**src/rtl/gf_exp_sequencer.sv**
```systemverilog
// GF(2^m) square-and-multiply exponentiation controller driving a combinational clmul/reduce datapath.
// Optional GF_EXP_EARLY_EXIT_EN: start the scan at exp's highest set bit.
module gf_exp_sequencer #(
    parameter int DATA_WIDTH = 32
) (
    input  logic                      clk,
    input  logic                      rst,
    input  logic                      start,
    input  logic [DATA_WIDTH-1:0]     base,
    input  logic [DATA_WIDTH-1:0]     exp,
    input  logic [DATA_WIDTH:0]       polyn,
    output logic                      busy,
    output logic                      done,
    output logic [DATA_WIDTH-1:0]     result,
    output logic                      dp_sum_funct,
    output logic                      dp_exp_funct,
    output logic                      dp_red_funct,
    output logic                      dp_carry_option,
    output logic [DATA_WIDTH:0]       dp_polyn_red,
    output logic [2*DATA_WIDTH-1:0]   dp_reduc_in,
    output logic [DATA_WIDTH-1:0]     dp_a,
    output logic [DATA_WIDTH-1:0]     dp_b,
    input  logic [DATA_WIDTH-1:0]     dp_out,
    input  logic [2*DATA_WIDTH-1:0]   dp_mult_out
);

    localparam int W  = DATA_WIDTH;
    localparam int IW = (W > 1) ? $clog2(W) : 1;

    typedef enum logic [2:0] {
        IDLE, SQR_MUL, SQR_RED, MUL_MUL, MUL_RED, DONE
    } state_t;

    state_t          state_q, state_d;
    logic [W-1:0]    base_q, base_d;
    logic [W-1:0]    exp_q, exp_d;
    logic [W:0]      polyn_q, polyn_d;
    logic [W-1:0]    acc_q, acc_d;
    logic [2*W-1:0]  prod_q, prod_d;
    logic [IW-1:0]   idx_q, idx_d;
    logic [W-1:0]    result_q, result_d;
    logic            busy_q, busy_d;
    logic            done_q, done_d;

`ifdef GF_EXP_EARLY_EXIT_EN
    logic [IW-1:0]   msb_idx;

    always_comb begin
        msb_idx = '0;
        for (int i = 0; i < W; i++) begin
            if (exp[i]) msb_idx = IW'(i);
        end
    end
`endif

    always_comb begin
        state_d  = state_q;
        base_d   = base_q;
        exp_d    = exp_q;
        polyn_d  = polyn_q;
        acc_d    = acc_q;
        prod_d   = prod_q;
        idx_d    = idx_q;
        result_d = result_q;
        busy_d   = busy_q;
        done_d   = 1'b0;
        unique case (state_q)
            IDLE: begin
                if (start) begin
                    base_d  = base;
                    exp_d   = exp;
                    polyn_d = polyn;
                    acc_d   = W'(1);
                    prod_d  = '0;
`ifdef GF_EXP_EARLY_EXIT_EN
                    if (exp == '0) begin
                        state_d  = DONE;
                        done_d   = 1'b1;
                        result_d = W'(1);
                        busy_d   = 1'b0;
                    end else begin
                        idx_d   = msb_idx;
                        state_d = SQR_MUL;
                        busy_d  = 1'b1;
                    end
`else
                    idx_d   = IW'(W - 1);
                    state_d = SQR_MUL;
                    busy_d  = 1'b1;
`endif
                end
            end
            SQR_MUL: begin
                prod_d  = dp_mult_out;
                state_d = SQR_RED;
            end
            SQR_RED: begin
                acc_d = dp_out;
                if (exp_q[idx_q]) begin
                    state_d = MUL_MUL;
                end else if (idx_q == '0) begin
                    state_d  = DONE;
                    done_d   = 1'b1;
                    result_d = dp_out;
                    busy_d   = 1'b0;
                end else begin
                    idx_d   = idx_q - IW'(1);
                    state_d = SQR_MUL;
                end
            end
            MUL_MUL: begin
                prod_d  = dp_mult_out;
                state_d = MUL_RED;
            end
            MUL_RED: begin
                acc_d = dp_out;
                if (idx_q == '0) begin
                    state_d  = DONE;
                    done_d   = 1'b1;
                    result_d = dp_out;
                    busy_d   = 1'b0;
                end else begin
                    idx_d   = idx_q - IW'(1);
                    state_d = SQR_MUL;
                end
            end
            DONE: begin
                state_d = IDLE;
            end
            default: begin
                state_d = IDLE;
                busy_d  = 1'b0;
            end
        endcase
    end

    always_ff @(posedge clk) begin
        if (rst) begin
            state_q  <= IDLE;
            base_q   <= '0;
            exp_q    <= '0;
            polyn_q  <= '0;
            acc_q    <= '0;
            prod_q   <= '0;
            idx_q    <= '0;
            result_q <= '0;
            busy_q   <= 1'b0;
            done_q   <= 1'b0;
        end else begin
            state_q  <= state_d;
            base_q   <= base_d;
            exp_q    <= exp_d;
            polyn_q  <= polyn_d;
            acc_q    <= acc_d;
            prod_q   <= prod_d;
            idx_q    <= idx_d;
            result_q <= result_d;
            busy_q   <= busy_d;
            done_q   <= done_d;
        end
    end

    // Squaring is issued as a plain multiply with both operands equal to acc.
    always_comb begin
        dp_a         = '0;
        dp_b         = '0;
        dp_reduc_in  = '0;
        dp_red_funct = 1'b0;
        unique case (state_q)
            SQR_MUL: begin
                dp_a = acc_q;
                dp_b = acc_q;
            end
            MUL_MUL: begin
                dp_a = acc_q;
                dp_b = base_q;
            end
            SQR_RED, MUL_RED: begin
                dp_reduc_in  = prod_q;
                dp_red_funct = 1'b1;
            end
            default: begin
                dp_a = '0;
            end
        endcase
    end

    assign dp_sum_funct    = 1'b0;
    assign dp_exp_funct    = 1'b0;
    assign dp_carry_option = 1'b0;
    assign dp_polyn_red    = polyn_q;
    assign busy            = busy_q;
    assign done            = done_q;
    assign result          = result_q;

endmodule
```
**config.mk**
```make
export PLATFORM = sky130hd
export DESIGN_NAME = gf_exp_sequencer
export DESIGN_NICKNAME = d
export VERILOG_FILES = /design/src/rtl/gf_exp_sequencer.sv
export SDC_FILE = /design/constraint.sdc
export NUM_CORES = 1
export LEC_CHECK = 0
export BUFFER_PORTS_ARGS = -buffer_cell sky130_fd_sc_hd__buf_2
export CAP_MARGIN = 20
export CELL_PAD_IN_SITES_DETAIL_PLACEMENT = 0
export CELL_PAD_IN_SITES_GLOBAL_PLACEMENT = 1
export CORE_ASPECT_RATIO = 0.7
export CORE_MARGIN = 3
export CORE_UTILIZATION = 30
export DETAILED_ROUTE_END_ITERATION = 7
export GPL_ROUTABILITY_DRIVEN = 0
export GPL_TIMING_DRIVEN = 0
export PLACE_DENSITY = 0.73
export SLEW_MARGIN = 20
export SYNTH_ARGS = -nofsm -noshare
export SYNTH_HDL_FRONTEND = slang
export SYNTH_SLANG_ARGS = --single-unit
```
**constraint.sdc**
```tcl
create_clock -name clk -period 2.85 [get_ports clk]
set_clock_uncertainty 0.15 [all_clocks]
set_input_delay 0.1425 -clock clk [delete_from_list [all_inputs] [get_ports clk]]
set_output_delay 0.1425 -clock clk [all_outputs]
set_load 0.02 [all_outputs]
```
**After elaboration in Yosys (flattened, before gate mapping)**

Cells that the tools add are included.

- Add/sub/neg operators: 1
- Mux-type cells: 28
- Reduce and logical (&&, ||, !) cells: 15
- Bitwise logic cells: 1
- Equality and inequality tests: 7
- Magnitude comparators: 1

Operator list:

| cell | count |
|---|---|
| $pmux 32 s2 | 3 |
| $mux 32 | 4 |
| $mux 64 | 2 |
| $pmux 64 s2 | 1 |
| $mux 5 | 3 |
| $pmux 3 s5 | 1 |
| $pmux 5 s3 | 1 |
| $mux 3 | 3 |
| $reduce_and 2->1 | 4 |
| $mux 1 | 7 |
| $eq 3x2->1 const B | 2 |
| $eq 3x3->1 const B | 2 |
| $lt 5x6->1 const B | 1 |
| $reduce_and 3->1 | 2 |
| $reduce_bool 2->1 | 3 |
| $bmux 1 s5 | 1 |
| $logic_not 5->1 | 1 |
| $sub 5x1->5 const B | 1 |
| $ne 2x2->1 const B | 2 |
| $pmux 1 s4 | 1 |
| $reduce_or 2->1 | 2 |
| $eq 3x1->1 const B | 1 |
| $logic_not 3->1 | 1 |
| $reduce_bool 3->1 | 1 |
| other kinds (3) | 3 |

- Register bits after elaboration: 235
- Output and inout port bits: 199
- Logic and storage cells: 63

**Logic depth before layout (Yosys ltp)**

Gate-level depths: netlist of run 1.

- Word-level depth: 4
- Gate-level depth with buffers: 11
- Depth with buffers taken out: 8

**Worst setup path before layout of run 1**

Ideal clock, no wire load.

- Kind: register to register
- Start point: reg idx_q[1]
- End point: reg idx_q[2]
- Setup time: 0.103 ns
- Clock period less this slack: 2.434 ns
- Setup slack: 0.416 ns
- Cell stages (with the launch flop): 12
- Buffers on the path: 3
- Arrival: 2.180 ns
- Cell sequence: dfxtp_1 > buf_6 > buf_12 > inv_1 > ha_1 > or4b_1 > clkbuf_1 > nand2_1 > a21o_1 > a21oi_1 > o21ai_1 > a2111oi_2

- Longest elaborated chain between the ends: 4
- Elaborated cells between the ends (all ways): 9
- Those cells by class: add/sub: 1; eq/ne: 1; mux: 5; reduce/logical: 2

RTL lines:

| item | RTL line | RTL |
|---|---|---|
| start, declared | 40 | `logic [IW-1:0] idx_q, idx_d;` |
| start signal, assigned | 156 | `idx_q <= idx_d;` |
| $sub 5x1->5, or another cell as far along | 107, 123 |  |
| $mux 5 or $mux 1 (tied branches) | 101, 117, 99 |  |
| $mux 5 or $ne 2x2->1 (tied branches) | n/a |  |
| $pmux 5 s3 or $reduce_and 3->1 (tied branches) | n/a |  |

Several ways; a longest one is shown, not always the timed one. The select of a mux whose other input is x is not followed.
A chain may end at the register's enable or synchronous reset.

**Worst setup path in the final report of run 1**

- Start point: reg state_q[2]
- End point: out dp_reduc_in[24]

- Longest elaborated chain between the ends: 3
- Elaborated cells between the ends (all ways): 4
- Those cells by class: eq/ne: 2; mux: 1; reduce/logical: 1

RTL lines:

| item | RTL line | RTL |
|---|---|---|
| start, declared | 34 | `state_t state_q, state_d;` |
| start signal, assigned | 150 | `state_q <= state_d;` |
| $eq 3x2->1 or $eq 3x3->1 (tied branches) | 169 | `unique case (state_q)` |
| $reduce_or 2->1 (no line) (*) | n/a |  |
| $mux 64 (*) | 169 |  |
| end, declared | 20 | `output logic [2*DATA_WIDTH-1:0] dp_reduc_in,` |

Every way passes the cells marked *; elsewhere a longest branch is shown, timed or not.

==> results.txt, run 1 <==
----------------------------------------------------
[Logic synthesis]
  Synth area leaders ... sky130_fd_sc_hd__dfxtp_1, sky130_fd_sc_hd__nand2_1, sky130_fd_sc_hd__a21oi_1
  Mean area per synthesized cell ... 8.29 um2
  Number of enable-type register cells in the synthesized netlist ... 0
  Number of flip-flops and latches in the synthesized netlist ... 235
  YS warnings ... 0
  Cell accounting for the most synthesized area ... sky130_fd_sc_hd__dfxtp_1
  Sequential element share of the synthesized area ... 47.0%
  Post-synthesis async set-or-reset flop share ... 0%
  Top cell types by occurrence after synthesis ... sky130_fd_sc_hd__nand2_1, sky130_fd_sc_hd__dfxtp_1, sky130_fd_sc_hd__a21oi_1, sky130_fd_sc_hd__and2_1, sky130_fd_sc_hd__clkbuf_1
  Combined area of all synthesized cells ... 0.0100 mm2
  Dominant synthesized flop cell ... sky130_fd_sc_hd__dfxtp_1
  Number of standard cells after synthesis ... 1208
  Most numerous cell in the Yosys netlist ... sky130_fd_sc_hd__nand2_1
  Yosys cell types ... 43
  Share of the synthesized area in the top cell type ... 47.0%

[Floorplanning]
  Boundary Pins ... 395
  Initial standard-cell utilization of the core ... 30.7%
  Core Region ... 0.0326 mm2
  Die outline height ... 159 um
  DIE WIDTH ... 224 um
  Die ar. ... 0.0357 mm2
  Site row count ... 55

[Critical path]
  Reg-to-reg startpoint ... idx_q[1]
  Largest driver fanout on the critical path ... 10
  Category of the worst setup path capture point ... output pin
  Slack of the worst reg-to-reg path ... 0.20 ns
  Crit path DAT ... 2.37 ns
  Launching element of the worst setup path ... state_q[2]
  Number of buffers and inverters on the critical path ... 5
  Capturing element of the worst setup path ... dp_reduc_in[24]
  Depth of the most critical reg-to-reg path ... 10
  Worst Path Class, Setup ... reg2out
  CP cell instances ... clkbuf_2 > nand2b_2 > a21o_4 > clkinvlp_4 > buf_4 > clkbuf_4 > and2_1 > buf_2
  Stages on the worst setup path ... 8
  Worst flop-to-flop path endpoint ... result[11]
  Cell family contributing the most delay on the critical path ... buffers and inverters
  Data required time at the worst endpoint ... 2.56 ns
  Slowest stage cell on the critical path ... sky130_fd_sc_hd__dfxtp_1
  Delay of the slowest cell on the worst path ... 0.31 ns
  Startpoint type of the worst setup path ... flop

[Clocking]
  Longest Clk Path Bufs ... 3
  Clock net sink count ... 235
  Clock buffer count from CTS ... 26
  TritonCTS clock tree ... yes
  Insertion delay of the later-clocked pin in the worst-skew pair ... 0.54 ns
  Clock Pin Slew Worst Setup and Hold Paths ... 0.06 ns
  Clk root buf ... sky130_fd_sc_hd__clkbuf_16
  Number of H-tree branching levels ... 1

[Place]
  Cell Count Post-Placement ... 2029
  Detailed Place HPWL ... 28300 um
  Count of input and output buffers ... 391
  Total placed instance area ... 0.0125 mm2

[Timing]
  RSZ-0062 raised after global routing ... no
  Relative slew slack ... 39.8%
  Count of final max-slew check failures ... 0
  Final Critical Period ... 2.66 ns
  Final hold viol count ... 0
  Number of setup violations in the final report ... 0
  Worst slew pin tran ... 0.902 ns
  Share of the cycle needed by the critical path after routing ... 93.5%
  Max Clock Freq ... 375 MHz

[Route]
  DR pass1 iterations ... 5
  Final routed wire length divided by cell count ... 17.1 um
  Iter 0 DRT Violations ... 575
  Drc violations ... 0
  Routed wire length ... 38700 um
  Final ANT Viol Nets ... 0
  Vias ... 10600
  Vias per Instance ... 4.66

[Power]
  Maximum vdd ir drop ... 361 uV
  Power density of the placed cells ... 592 mW/mm2
  Cell leakage power ... 0.00674 uW
  Total chip power ... 9190 uW

[Global route]
  Antenna violations before repair ... 1
  Global-route wire length before repair ... 59400 um
  Total congestion overflow ... 0
  Maximum number of pins on one net before global-route repair ... 20
  Number of global-route vias before repair ... 10500
  Gr usage total ... 20.7%

[Min path]
  Startpoint of the most critical hold path ... rst
  Worst hold path type ... in2reg
  Hold path depth ... 3

[Cells and area]
  Final design area excluding fillers ... 0.0155 mm2
  Final Net Count ... 2021
  Fillcell total ... 3224
  Relative area change from synthesis to final layout ... 54.8%
  Fraction of final layout cells sized beyond drive strength 1 ... 26.2%
  Final Instance Count excl. Fillers ... 2272

[Run]
  Max-cap violation count ... 0

[Outcome]
  Run status ... finished, final reports clean

----------------------------------------------------
registers in the layout, summed over array words and instances, names as in the netlist:
register	count
prod_q	64
dp_polyn_red	33
acc_q	32
base_q	32
exp_q	32
result	32
idx_q	5
state_q	3
busy	1
done	1
report_power, final:
group | leakage, uW | switching (uW) | internal (uW) | total, uW
logic | 0.00437 | 1080 | 762 | 1840
clock network | 0.000450 | 1440 | 2250 | 3700
registers | 0.00192 | 135 | 3510 | 3650
timing repair:
| action | 4_1_cts | 5_1_grt |
|---|---|---|
| pin swaps | 1 | 0 |
| resized for setup | 25 | 15 |
| hold buffers | 194 | 0 |
| setup endpoints to repair | 213 | 184 |
| endpoints found under the hold margin | 226 | 0 |
| buffers inserted | 3 | 0 |
how the worst min path moves through the flow:
| stage | slack, ns | endpoint |
|---|---|---|
| after floorplan | 0.13 | acc_q[1] |
| after global placement | 0.23 | acc_q[1] |
| after detailed placement | 0.23 | acc_q[18] |
| after CTS | 0.02 | acc_q[1] |
| after global routing | 0.07 | acc_q[31] |
| final | 0.05 | acc_q[1] |
cells by family (layout without fill, tap and decap cells):
logic type | count (synthesis) | in the layout | synth area share, %
multiplexers | 80 | 80 | 8.00
AND/OR/NAND/NOR | 550 | 550 | 26.1
flip-flops | 235 | 235 | 47.0
AO/OA/AOI/OAI | 229 | 229 | 14.0
buffers and inverters | 111 | 745 | 4.75
other | 1 | 4 | 0.0374
adder cells (fa/ha/maj) | 2 | 2 | 0.225
worst min-delay path, cell delays in order:
cell and delay (ns):
sky130_fd_sc_hd__buf_2 0.16, sky130_fd_sc_hd__nor2_1 0.14, sky130_fd_sc_hd__a22o_1 0.25
final cells by class:
type | count | area, um2 | area share (%)
buffer | 102 | 484 | 3.12
antenna | 1 | 2.50 | 0.0161
clock inverter | 11 | 169 | 1.09
timing repair buffer | 589 | 3950 | 25.4
tap | 427 | 534 | 3.44
inverter | 6 | 26.3 | 0.169
multi-input combinational | 864 | 4870 | 31.4
sequential | 235 | 4700 | 30.3
clock buffer | 37 | 773 | 4.99
per-layer routing:
layer | track usage [%] | vias to the layer above | part of all wire [%]
met5 | 0 | - | 0
met4 | 4.71 | 0 | 2.3
met3 | 3.47 | 59 | 5.1
met2 | 31.8 | 338 | 43
met1 | 30.3 | 4934 | 49
li1 | - | 5266 | -
per-stage QoR:
step	utilization (%)	TNS, ns	hold slack (ns)	setup slack (ns)
floorplan	-	0	0.125	0.416
global placement	38.4	-32.22	0.228	-0.627
detailed placement	38.4	-6.44	0.231	-0.180
CTS	47.5	0	0.0174	0.00351
global route	47.5	0	0.0697	0.0176
finish	47.5	0	0.0480	0.185
layout by cell type (no fill, tap or decap), types with 4 or more instances in the layout:
cell type / synthesis / final
sky130_fd_sc_hd__buf_2: 0 / 393
sky130_fd_sc_hd__nand2_1: 263 / 263
sky130_fd_sc_hd__dfxtp_1: 235 / 235
sky130_fd_sc_hd__dlygate4sd3_1: 0 / 194
sky130_fd_sc_hd__a21oi_1: 167 / 167
sky130_fd_sc_hd__and2_1: 98 / 98
sky130_fd_sc_hd__mux2i_1: 80 / 80
sky130_fd_sc_hd__clkbuf_1: 87 / 72
sky130_fd_sc_hd__nand2b_1: 70 / 68
sky130_fd_sc_hd__nand3_1: 66 / 66
sky130_fd_sc_hd__nor2_1: 39 / 39
sky130_fd_sc_hd__a22o_1: 31 / 31
sky130_fd_sc_hd__clkbuf_16: 0 / 27
sky130_fd_sc_hd__clkbuf_2: 1 / 15
sky130_fd_sc_hd__a22oi_1: 8 / 8
sky130_fd_sc_hd__buf_4: 3 / 6
sky130_fd_sc_hd__a211oi_1: 7 / 6
sky130_fd_sc_hd__clkbuf_8: 0 / 6
sky130_fd_sc_hd__buf_6: 4 / 5
sky130_fd_sc_hd__inv_1: 6 / 5
sky130_fd_sc_hd__clkinvlp_4: 0 / 5
sky130_fd_sc_hd__buf_1: 9 / 5
sky130_fd_sc_hd__bufinv_16: 0 / 4
Note: power is estimated with default switching activity, not from simulation.
==> run 2, diff against run 1 <==
- GPL_TIMING_DRIVEN: 0 -> unset
- MAX_ROUTING_LAYER: unset -> met4
- clock period: 2.85 -> 2.5 ns (I/O delays scaled with it)
==> run 2 against run 1 <==
First-iteration DRC count shrank 8.7%. Worst hold slack gained 0.17 ns. Combinational power grew 13%. Total power grew 9.3%. Worst setup slack lost 0.058 ns. Routed wire length shrank 8.6%. Sequential cell count is the same. Sequential share of layout area grew 0.30 points. Global-route usage shrank 1.5 points. Critical path depth grew 1. Cell area shrank 0.87%. Clock-buffer cell count grew 3.
==> results.txt, run 2 (synthesis gave the netlist of run 1 again) <==
----------------------------------------------------
[Critical path]
  Reg-to-reg startpoint ... idx_q[1]
  Crit path DAT ... 2.68 ns
  Data required time at the worst endpoint ... 2.81 ns
  Slowest stage cell on the critical path ... sky130_fd_sc_hd__dfxtp_1
  Startpoint type of the worst setup path ... flop
  Worst flop-to-flop path endpoint ... result[18]
  Category of the worst setup path capture point ... flop
  Capturing element of the worst setup path ... result[18]
  Launching element of the worst setup path ... idx_q[1]
  Stages on the worst setup path ... 9
  Number of buffers and inverters on the critical path ... 3
  Largest driver fanout on the critical path ... 16
  Delay of the slowest cell on the worst path ... 0.37 ns
  Cell family contributing the most delay on the critical path ... compound AO/OA/AOI/OAI gates
  Worst Path Class, Setup ... reg2reg
  Slack of the worst reg-to-reg path ... 0.13 ns
  CP cell instances ... buf_6 > mux2i_1 > a22oi_1 > a211oi_2 > a311oi_4 > a211oi_4 > buf_4 > buf_12 > mux2i_2
  Depth of the most critical reg-to-reg path ... 9

[Floorplanning]
  Boundary Pins ... 395
  Die outline height ... 159 um
  Initial standard-cell utilization of the core ... 30.7%
  Site row count ... 55
  Core Region ... 0.0326 mm2
  DIE WIDTH ... 224 um
  Die ar. ... 0.0357 mm2

[Route]
  Final ANT Viol Nets ... 0
  DR pass1 iterations ... 5
  Iter 0 DRT Violations ... 525
  Final routed wire length divided by cell count ... 16.1 um
  Vias ... 10400
  Routed wire length ... 35400 um
  Vias per Instance ... 4.72
  Drc violations ... 0

[Global route]
  Antenna violations before repair ... 1
  Maximum number of pins on one net before global-route repair ... 78
  Global-route wire length before repair ... 55000 um
  Gr usage total ... 19.2%
  Number of global-route vias before repair ... 9963
  Total congestion overflow ... 0

[Clocking]
  Number of H-tree branching levels ... 1
  Longest Clk Path Bufs ... 3
  Clock Pin Slew Worst Setup and Hold Paths ... 0.06 ns
  Clk root buf ... sky130_fd_sc_hd__clkbuf_16
  Clock buffer count from CTS ... 26
  Clock net sink count ... 235
  TritonCTS clock tree ... yes
  Insertion delay of the later-clocked pin in the worst-skew pair ... 0.52 ns

[Run]
  Max-cap violation count ... 0

[Outcome]
  Run status ... finished, final reports clean

[Cells and area]
  Relative area change from synthesis to final layout ... 53.5%
  Most frequent standard cell in the layout excluding fill and tap cells ... sky130_fd_sc_hd__buf_2
  Fraction of final layout cells sized beyond drive strength 1 ... 27.7%
  Fillcell total ... 3208
  Most frequent cells in the layout ... sky130_fd_sc_hd__buf_2, sky130_fd_sc_hd__nand2_1, sky130_fd_sc_hd__dfxtp_1
  Final Instance Count excl. Fillers ... 2200
  Register with the most flip-flops ... prod_q
  Final Net Count ... 1952
  Max FFs per register ... 64

[Timing]
  Setup ws final ... 0.127 ns
  RSZ-0062 raised after global routing ... no
  Final hold viol count ... 0
  Number of setup violations in the final report ... 0
  Share of the cycle needed by the critical path after routing ... 94.9%
  Count of final max-slew check failures ... 0
  Setup tns final ... 0 ns
  Final Critical Period ... 2.37 ns
  Max Clock Freq ... 421 MHz

[Place]
  Detailed Place HPWL ... 23200 um
  Cell Count Post-Placement ... 1955
  Count of input and output buffers ... 391
  Placement-stage worst setup slack ... 0.0301 ns

[Min path]
  Worst hold path type ... in2reg

[Power]
  Cell leakage power ... 0.00670 uW
  Power density of the placed cells ... 653 mW/mm2
  Maximum vdd ir drop ... 438 uV

----------------------------------------------------
## run 2: changes by cell type in the layout (fill, tap and decap cells not counted), sizes merged
cell,before,now
buf,411,424
bufinv,4,1
clkbuf,121,41
clkdlybuf4s15,2,0
clkinv,3,2
clkinvlp,5,1
dlygate4sd3,194,196
inv,5,7
nand2b,70,71
## run 2: metal layers
layer	track usage [%]	vias up	share of wire, %
met5	-	-	0
met3	2.79	57	5.1
met2	30.2	329	45
met4	3.90	0	2.0
li1	-	5100	-
met1	26.5	4894	48
## run 2: timing repair
action                                  in CTS  in global routing
cloned                                       1                  1
endpoints found under the setup margin      66                119
endpoints found under the hold margin      234                  0
resized for setup                            6                 12
hold buffers                               196                  0
pin swaps                                    0                  4
buffers inserted                             0                  1
## run 2: worst min-delay path: stages
cell and delay [ns]:
sky130_fd_sc_hd__dlygate4sd3_1 0.52, sky130_fd_sc_hd__buf_2 0.11, sky130_fd_sc_hd__a22o_1 0.12
## run 2: cell type report
cell class,count,area [um2],area share [%]
antenna,1,2.50,0.0163
clock buffer,40,785,5.10
clock inverter,5,56.3,0.366
inverter,6,30.0,0.195
multi-input combinational,865,4920,32.0
sequential,235,4710,30.6
tap,427,534,3.48
timing repair buffer,621,4340,28.2
## run 2: report_power, final
part / total [uW] / switching [uW] / internal [uW]
Combinational: 2080 / 1170 / 913
Clock: 3780 / 1530 / 2250
Sequential: 4180 / 175 / 4010
Total: 10000 / 2870 / 7170
## run 2: worst min path at each step
stage | from | slack [ns] | endpoint | cells past startpoint
6_report | dp_out[12] | 0.22 | acc_q[12] | 3
3_3_place_gp | dp_out[16] | 0.21 | acc_q[16] | 2
5_1_grt | dp_out[21] | 0.23 | acc_q[21] | 3
3_5_place_dp | dp_out[7] | 0.21 | acc_q[7] | 2
4_1_cts | dp_out[17] | 0.18 | acc_q[17] | 3
2_1_floorplan | dp_out[1] | 0.11 | acc_q[1] | 1
## run 2: per-stage QoR
step / cell area (um2) / hold slack (ns) / total power, uW / utilization, %
floorplan: 10000 / 0.108 / 5350 / -
global placement: 12500 / 0.209 / 6010 / 38.2
detailed placement: 12500 / 0.210 / 6040 / 38.2
CTS: 15300 / 0.182 / 10200 / 46.9
global route: 15400 / 0.225 / 10500 / 47.1
finish: 15400 / 0.219 / 10000 / 47.1
==> run 3, diff against run 2 <==
- GPL_TIMING_DRIVEN: unset -> 0
- clock period: 2.5 -> 2.42 ns (I/O delays scaled with it)
==> run 3 against run 2 <==
The flow now finishes with violations (negative setup slack). Routed wire length increased by 13%. Register-to-register slack worse by 0.24 ns. Combinational power increased by 21%. Sequential power is 3% higher. Highest routed layer unchanged. Largest power group unchanged. Global-route usage grew 2.8 points. Sequential share of layout area down 1.6 points. Critical path depth up 1.
==> results.txt, run 3 (synthesis gave the netlist of run 1 again) <==
----------------------------------------------------
[Critical path]
  Category of the worst setup path capture point ... flop
  Crit path DAT ... 2.83 ns
  Depth of the most critical reg-to-reg path ... 10
  Largest driver fanout on the critical path ... 7
  Slack of the worst reg-to-reg path ... -0.11 ns
  Worst flop-to-flop path endpoint ... result[12]
  Reg-to-reg startpoint ... idx_q[1]
  Data required time at the worst endpoint ... 2.71 ns
  CP cell instances ... buf_6 > buf_6 > mux2i_2 > a22oi_2 > a211oi_2 > a311oi_4 > a211oi_4 > buf_8 > buf_12 > mux2i_2
  Startpoint type of the worst setup path ... flop
  Slowest stage cell on the critical path ... sky130_fd_sc_hd__dfxtp_4
  Worst Path Class, Setup ... reg2reg
  Delay of the slowest cell on the worst path ... 0.41 ns

[Cells and area]
  Final design area excluding fillers ... 0.0162 mm2
  Max FFs per register ... 64
  Final Net Count ... 2045
  Relative area change from synthesis to final layout ... 62.0%
  Fillcell total ... 3163
  Fraction of final layout cells sized beyond drive strength 1 ... 29.9%
  Most frequent cells in the layout ... sky130_fd_sc_hd__buf_2, sky130_fd_sc_hd__nand2_1, sky130_fd_sc_hd__dfxtp_1
  Most frequent standard cell in the layout excluding fill and tap cells ... sky130_fd_sc_hd__buf_2
  Register with the most flip-flops ... prod_q

[Power]
  Power density of the placed cells ... 668 mW/mm2
  Total chip power ... 10800 uW
  Cell leakage power ... 0.00701 uW
  Maximum vdd ir drop ... 398 uV

[Route]
  Final ANT Viol Nets ... 0
  Drc violations ... 0
  Iter 0 DRT Violations ... 594
  Final routed wire length divided by cell count ... 17.5 um
  DR pass1 iterations ... 5
  Routed wire length ... 40200 um
  Vias per Instance ... 4.68
  Vias ... 10700

[Timing]
  Count of final max-slew check failures ... 0
  Number of setup violations in the final report ... 32
  Worst slew pin tran ... 0.662 ns
  Relative slew slack ... 55.9%
  Final Critical Period ... 2.53 ns
  Setup ws final ... -0.113 ns
  Final hold viol count ... 0
  RSZ-0062 raised after global routing ... yes
  Setup tns final ... -1.78 ns
  Max Clock Freq ... 395 MHz
  Share of the cycle needed by the critical path after routing ... 105%

[Global route]
  Number of global-route vias before repair ... 10700
  Maximum number of pins on one net before global-route repair ... 14
  Met2 Usage GRT ... 34.3%
  Total congestion overflow ... 0
  Met3 Usage GRT ... 2.75%
  Antenna violations before repair ... 1
  Layer with the highest usage ... met2
  Global-route wire length before repair ... 61400 um
  Gr usage total ... 22.0%
  GR Layer Usage met1 ... 31.0%

[Outcome]
  Run status ... finished, violations left
  Failing checks ... negative setup slack

[Min path]
  Startpoint of the most critical hold path ... dp_out[26]
  Hold path depth ... 3
  Worst hold path type ... in2reg
  Endpoint, Worst Hold ... acc_q[26]

[Place]
  Total placed instance area ... 0.0125 mm2
  Detailed Place HPWL ... 28600 um
  Count of input and output buffers ... 391
  Placement-stage worst setup slack ... -0.649 ns

[Clocking]
  Clk root buf ... sky130_fd_sc_hd__clkbuf_16
  Clock net sink count ... 235
  TritonCTS clock tree ... yes
  Insertion delay of the later-clocked pin in the worst-skew pair ... 0.52 ns
  Longest Clk Path Bufs ... 3
  Clock buffer count from CTS ... 25
  Number of H-tree branching levels ... 1
  Clock Pin Slew Worst Setup and Hold Paths ... 0.06 ns

[Floorplanning]
  Die ar. ... 0.0357 mm2
  Die outline height ... 159 um
  Site row count ... 55
  Core Region ... 0.0326 mm2
  DIE WIDTH ... 224 um
  Initial standard-cell utilization of the core ... 30.7%
  Boundary Pins ... 395

[Run]
  Max-cap violation count ... 0

----------------------------------------------------
[run 3: per-stage QoR]
step	cells	utilization, %	hold slack, ns
after CTS	2291	48.8	0.188
after floorplan	1210	-	0.104
after global routing	2294	49.7	0.210
after detailed placement	2029	38.4	0.211
after global placement	2028	38.4	0.205
final	2294	49.7	0.211
[run 3: worst max-delay path, delay by kind of cell, from the launching register on]
family	cells	cell delay [ns]
muxes	2	0.44
AOI/OAI and AO/OA	4	0.84
DFF	1	0.41
buffers and inverters	4	0.59
[run 3: worst max path at each step]
stage                     from               end  cells past startpoint
global route          idx_q[1]        result[12]                     10
finish                idx_q[1]        result[12]                     10
CTS                   idx_q[1]        result[24]                     12
floorplan             idx_q[1]        result[10]                      9
detailed placement  state_q[2]   dp_reduc_in[36]                      8
global placement    state_q[0]  dp_polyn_red[22]                      6
[run 3: repair_timing]
action	4_1_cts	5_1_grt
setup endpoints to repair	287	213
hold endpoints to repair	226	0
hold buffers	195	0
pin swaps	8	10
resized for setup	124	118
buffers inserted	20	5
cloned	3	1
[run 3: layer usage]
layer	part of all wire (%)	vias to the layer above	wire length [um]
li1	-	5297	-
met1	49	5093	19600
met2	45	291	18200
met3	4.1	54	1660
met4	1.8	0	735
met5	0	-	0
[run 3: cell type report]
type	instances	area [um2]	share of cell area [%]
multi-input combinational	864	5020	31.0
tap	427	534	3.29
clock buffer	35	723	4.46
timing repair buffer	614	4400	27.1
buffer	102	671	4.13
sequential	235	4710	29.1
inverter	6	33.8	0.208
clock inverter	10	128	0.787
antenna	1	2.50	0.0154
[run 3: where the power goes]
part	total (uW)	internal (uW)	switching (uW)
sequential	4320	4140	174
clock	3990	2400	1600
combinational	2520	1140	1380
total	10800	7680	3150
